==> config.mk <==
export PLATFORM = sky130hd
export DESIGN_NAME = ws2812_decoder
export DESIGN_NICKNAME = d
export VERILOG_FILES = /design/src/rtl/ws2812_pkg.sv /design/src/rtl/pulse_timer.sv /design/src/rtl/ws2812_decoder.sv
export SDC_FILE = /design/constraint.sdc
export NUM_CORES = 1
export LEC_CHECK = 0
export CORE_ASPECT_RATIO = 1.1
export CORE_MARGIN = 4
export CORE_UTILIZATION = 40
export DETAILED_ROUTE_END_ITERATION = 10
export SETUP_SLACK_MARGIN = 0.15
export SLEW_MARGIN = 10
export SYNTH_ARGS = -nofsm -noshare
export SYNTH_HDL_FRONTEND = slang
export SYNTH_SLANG_ARGS = --single-unit
==> constraint.sdc <==
create_clock -name clk -period 2.42 [get_ports clk]
set_input_delay 0.363 -clock clk [delete_from_list [all_inputs] [get_ports clk]]
set_output_delay 0.363 -clock clk [all_outputs]
set_load 0.03 [all_outputs]
==> src/rtl/ws2812_pkg.sv <==
// Shared decoder types: receive FSM states, pixel word size and GRB byte-lane offsets.
package ws2812_pkg;

  typedef enum logic [1:0] {
    LOW,
    HIGH,
    DRAIN
  } ws_state_t;

  localparam int BITS_PER_PIXEL = 24;

  // Byte lanes inside the assembled word, first-received byte in the top lane
  localparam int G_OFS = 16;
  localparam int R_OFS = 8;
  localparam int B_OFS = 0;

endpackage

==> src/rtl/pulse_timer.sv <==
// Saturating run-length counter: clr starts a new run at 1, en extends it up to SAT.
// One-cycle update latency; no backpressure.
module pulse_timer #(
  parameter int W       = 4,
  parameter int SAT     = 13,
  parameter int RST_VAL = 0
) (
  input  logic         clk,
  input  logic         rst_n,
  input  logic         clr,
  input  logic         en,
  output logic [W-1:0] count
);

  // The cycle that restarts a run is itself the first cycle of that run
  always_ff @(posedge clk) begin
    if (!rst_n) begin
      count <= W'(RST_VAL);
    end else if (clr) begin
      count <= W'(1);
    end else if (en && (count != W'(SAT))) begin
      count <= count + 1'b1;
    end
  end

endmodule

==> src/rtl/ws2812_decoder.sv <==
// WS2812 line receiver: 2-flop sync, pulse-width bit decode, GRB assembly, latch detect; 3-cycle din-fall to pixel_valid, no backpressure.
// Optional WS2812_DEC_STATS_EN adds wrapping frame/error counters.
module ws2812_decoder
  import ws2812_pkg::*;
#(
  parameter int T_THRESH     = 6,
  parameter int MIN_HIGH     = 2,
  parameter int MAX_HIGH     = 12,
  parameter int LATCH_CYCLES = 600,
  parameter int NUM_PIXELS   = 64
) (
  input  logic        clk,
  input  logic        rst_n,
  input  logic        din,
  output logic [7:0]  green_data_out,
  output logic [7:0]  red_data_out,
  output logic [7:0]  blue_data_out,
  output logic [5:0]  pixel_out,
  output logic        pixel_valid,
  output logic        frame_done,
  output logic        bit_error
`ifdef WS2812_DEC_STATS_EN
  ,
  output logic [15:0] frame_count_out,
  output logic [15:0] error_count_out
`endif
);

  localparam int HW = $clog2(MAX_HIGH + 2);
  localparam int LW = $clog2(LATCH_CYCLES + 1);
  localparam int PW = $clog2(NUM_PIXELS + 1);

  logic          din_m;
  logic          din_s;
  ws_state_t     state;
  ws_state_t     state_nx;

  logic [HW-1:0] hi_cnt;
  logic [LW-1:0] lo_cnt;
  logic          hi_clr;
  logic          hi_en;
  logic          lo_clr;
  logic          lo_en;

  logic [23:0]   shreg;
  logic [23:0]   shreg_nx;
  logic [4:0]    bit_cnt;
  logic [4:0]    bit_cnt_nx;
  logic [PW-1:0] pix_idx;
  logic [PW-1:0] pix_idx_nx;

  logic          pv_nx;
  logic          fd_nx;
  logic          be_nx;

  // hi_cnt holds the number of din_s=1 cycles of the current pulse
  pulse_timer #(
    .W       (HW),
    .SAT     (MAX_HIGH + 1),
    .RST_VAL (0)
  ) u_hi_timer (
    .clk   (clk),
    .rst_n (rst_n),
    .clr   (hi_clr),
    .en    (hi_en),
    .count (hi_cnt)
  );

  // Reset parks the low timer at saturation so reset alone never latches
  pulse_timer #(
    .W       (LW),
    .SAT     (LATCH_CYCLES),
    .RST_VAL (LATCH_CYCLES)
  ) u_lo_timer (
    .clk   (clk),
    .rst_n (rst_n),
    .clr   (lo_clr),
    .en    (lo_en),
    .count (lo_cnt)
  );

  always_ff @(posedge clk) begin
    if (!rst_n) begin
      state <= LOW;
    end else begin
      state <= state_nx;
    end
  end

  always_comb begin
    state_nx   = state;
    hi_clr     = 1'b0;
    hi_en      = 1'b0;
    lo_clr     = 1'b0;
    lo_en      = 1'b0;
    shreg_nx   = shreg;
    bit_cnt_nx = bit_cnt;
    pix_idx_nx = pix_idx;
    pv_nx      = 1'b0;
    fd_nx      = 1'b0;
    be_nx      = 1'b0;

    unique case (state)
      LOW: begin
        if (din_s) begin
          state_nx = HIGH;
          hi_clr   = 1'b1;
        end else begin
          lo_en = 1'b1;
          if (lo_cnt == LW'(LATCH_CYCLES - 1)) begin
            fd_nx      = 1'b1;
            be_nx      = (bit_cnt != '0);
            bit_cnt_nx = '0;
            pix_idx_nx = '0;
          end
        end
      end

      HIGH: begin
        if (!din_s) begin
          state_nx = LOW;
          lo_clr   = 1'b1;
          if (hi_cnt < HW'(MIN_HIGH)) begin
            be_nx      = 1'b1;
            bit_cnt_nx = '0;
          end else begin
            shreg_nx = {shreg[22:0], (hi_cnt >= HW'(T_THRESH))};
            if (bit_cnt == 5'(BITS_PER_PIXEL - 1)) begin
              bit_cnt_nx = '0;
              // Words past the last pixel belong to the downstream chain
              if (pix_idx < PW'(NUM_PIXELS)) begin
                pv_nx      = 1'b1;
                pix_idx_nx = pix_idx + 1'b1;
              end
            end else begin
              bit_cnt_nx = bit_cnt + 1'b1;
            end
          end
        end else if (hi_cnt == HW'(MAX_HIGH)) begin
          state_nx   = DRAIN;
          be_nx      = 1'b1;
          bit_cnt_nx = '0;
        end else begin
          hi_en = 1'b1;
        end
      end

      DRAIN: begin
        if (!din_s) begin
          state_nx = LOW;
          lo_clr   = 1'b1;
        end
      end

      default: begin
        state_nx = LOW;
      end
    endcase
  end

  always_ff @(posedge clk) begin
    if (!rst_n) begin
      din_m          <= 1'b0;
      din_s          <= 1'b0;
      shreg          <= '0;
      bit_cnt        <= '0;
      pix_idx        <= '0;
      pixel_valid    <= 1'b0;
      frame_done     <= 1'b0;
      bit_error      <= 1'b0;
      green_data_out <= '0;
      red_data_out   <= '0;
      blue_data_out  <= '0;
      pixel_out      <= '0;
    end else begin
      din_m       <= din;
      din_s       <= din_m;
      shreg       <= shreg_nx;
      bit_cnt     <= bit_cnt_nx;
      pix_idx     <= pix_idx_nx;
      pixel_valid <= pv_nx;
      frame_done  <= fd_nx;
      bit_error   <= be_nx;
      if (pv_nx) begin
        green_data_out <= shreg_nx[G_OFS +: 8];
        red_data_out   <= shreg_nx[R_OFS +: 8];
        blue_data_out  <= shreg_nx[B_OFS +: 8];
        pixel_out      <= 6'(pix_idx);
      end
    end
  end

`ifdef WS2812_DEC_STATS_EN
  always_ff @(posedge clk) begin
    if (!rst_n) begin
      frame_count_out <= '0;
      error_count_out <= '0;
    end else begin
      if (fd_nx) frame_count_out <= frame_count_out + 1'b1;
      if (be_nx) error_count_out <= error_count_out + 1'b1;
    end
  end
`endif

endmodule

==> impl_metrics.toml <==
[global_route]
grt_pass1_vias = 2622
gr-total-overflow = 0
grt_max_degree = 34
antenna_found_initial = 0
grt_usage_pct = 14.13
grt_pass1_wl_mm = 12.19

[timing]
min_period_ns = 2.070
finalSetupViolations = 0
hold_viol_final = 0
fmax_ghz = 0.4830
rsz0062_at_grt = "false"
tightest_slew_ns = 0.5648
slew_headroom_pct = 62.21
slew_viol_final = 0
period_share_pct = 85.55
finalSetupTns_ns = 0
finalClockSkew_ns = 0.009024
holdWs_ns = 0.4377

[clock_tree]
hold_buffers = 0
cts_buffers = 9
cts_tree = "done"
post_cts_buffers = 0
post_cts_resized = 0
clk_pin_slew_ns = 0.08
clock_sink_count = 86
clockBufferDepth = 2
root_buffer = "clkbuf_8"
insertion_delay_ns = 0.35
cts_max_level = 3

[worst_hold_path]
hold_class = "reg2reg"
holdCritStartpoint = "din_m"

[die]
core_mm2 = 0.008919
die_y_um = 108.5
pin_count = 36
num_rows = 36
start_util_pct = 41.19
die_area_mm2 = 0.01078
die_w_um = 99.37

[detailed_routing]
vias = 2869
ant_nets = 0
drc = 0
routedWlPerCell_um = 12.47
drtIter0Drc = 91
dr.pass1.iters = 4
drt_wl_total_mm = 7.310
via_per_inst = 4.896

[logic_synthesis]
synth_ff_type = "dfxtp_1"
avgSynthCellArea_um2 = 8.603
yosysMostFrequentCell = "nand2_1"
ys_warn_count = 0
synth_area_leaders = "dfxtp_1 (47%), nand2_1 (12%), a21boi_0 (11%)"
synth_common_cells = "nand2_1 (120), dfxtp_1 (86), a21boi_0 (52)"
synth.top_cell.area_share_pct = 46.87
synth_cell_types = 46
synth_edf_count = 0
synthCells = 427
synth_area_mm2 = 0.003674
synth_area_leader_cell = "dfxtp_1"
synth_nets = 442
synth_seq_area_share_pct = 46.87
synthArstFlopShare_pct = 0
ys_ff_latch = 86

[layout]
area_growth_pct = 20.98
fill_cells = 868
final_core_util_pct = 49.83
fin_nets = 482
n_antenna_cell = 0
drive_above_1_share_pct = 8.898

[pwr]
vdd_drop_max_mv = 0.3381
power.density_mw_per_mm2 = 645.2
p_leak_nw = 1.496
finalPower_w = 0.002867

[critical_path]
critical_path.startpoint = "state[1]"
worstSetupPathType = "reg2reg"
critPathArrivalTime_ns = 2.35
worstPathRequired_ns = 2.70
path_max_fanout = 4
reg2reg_slack_ns = 0.35
startpoint_type = "flop"
end_kind = "flop"
r2r-start = "state[1]"

[job]
drv_cap = 0

[status]
status = "finished, final reports clean"

[place]
place_congestion = 0.8071
port_buffers = 35
dp_hpwl_mm = 5.117
-- kinds of logic after synthesis --
logic type,after synthesis,synth area share (%)
and+or+nand+nor,183,22.62
AOI/OAI and AO/OA,94,18.63
DFF,86,46.87
buffers and inverters,35,3.644
xor gates and xnor gates,14,3.338
adders and majority gates,12,4.087
muxes,3,0.8175
-- critical path, cell delays in order, from the launching register on --
cell and delay (ns):
dfxtp_1 0.34, inv_1 0.12, ha_1 0.19, nand2b_1 0.09
or2_2 0.31, or3_1 0.42, or3_1 0.37, a21boi_0 0.17
-- layer usage --
layer  routed length, um  up-vias  track usage (%)
met2                3530       48            23.80
met5                   0        -                0
met1                3441     1311            16.99
met4                  57        0            7.415
met3                 281        6            2.839
li1                    -     1504                -
-- cell type report --
| class | count | area [um^2] | share of cell area, % |
|---|---|---|---|
| inverters | 11 | 41.29 | 0.9291 |
| well taps | 114 | 142.6 | 3.209 |
| flip-flops and latches | 86 | 1722 | 38.74 |
| multi-input cells | 306 | 1824 | 41.05 |
| clock inverters | 3 | 65.06 | 1.464 |
| clock buffers | 13 | 168.9 | 3.801 |
| repair buffers | 53 | 480.5 | 10.81 |
-- layout by cell type, fill, tap and decap left out, drive strengths merged, types with 8 or more instances in the layout --
master and count:
dfxtp 86, a21boi 57, clkdlybuf4s50 34, inv 11, buf 19, a21oi 8, nor2 17, o21ai 12
nand2 120, clkbuf 13, ha 12, xor2 8
-- metrics by stage --
stage | instances | worst slack [ns] | area [um^2]
after global routing | 586 | 0.1274 | 4444
after global placement | 567 | 0.2988 | 4188
after floorplan | 427 | 0.3340 | 3674
after CTS | 583 | 0.1851 | 4422
after detailed placement | 567 | 0.2050 | 4188
final | 586 | 0.3496 | 4444
-- power by group --
group | leakage (nW) | internal (W) | switching [W]
combinational | 0.682 | 0.000115 | 0.000120
clock | 0.120 | 0.000665 | 0.000488
sequential | 0.694 | 0.00144 | 0.0000356
-- registers in the layout (all words and copies together), names as in the netlist --
| signal | flops |
|---|---|
| din_s | 1 |
| state | 2 |
| red_data_out | 8 |
| u_hi_timer.count | 4 |
| frame_done | 1 |
| din_m | 1 |
| green_data_out | 8 |
| pixel_valid | 1 |
| bit_error | 1 |
| shreg | 23 |
| bit_cnt | 5 |
| pixel_out | 6 |
| u_lo_timer.count | 10 |
| blue_data_out | 8 |
| pix_idx | 7 |
-- worst paths after layout --
check / end / cells past startpoint
setup / recovery: pix_idx[0] / 7
hold reg to reg: din_s / 1
hold / removal: din_s / 1
setup reg to reg: pix_idx[0] / 7
Power figures use the tool's default switching activity.
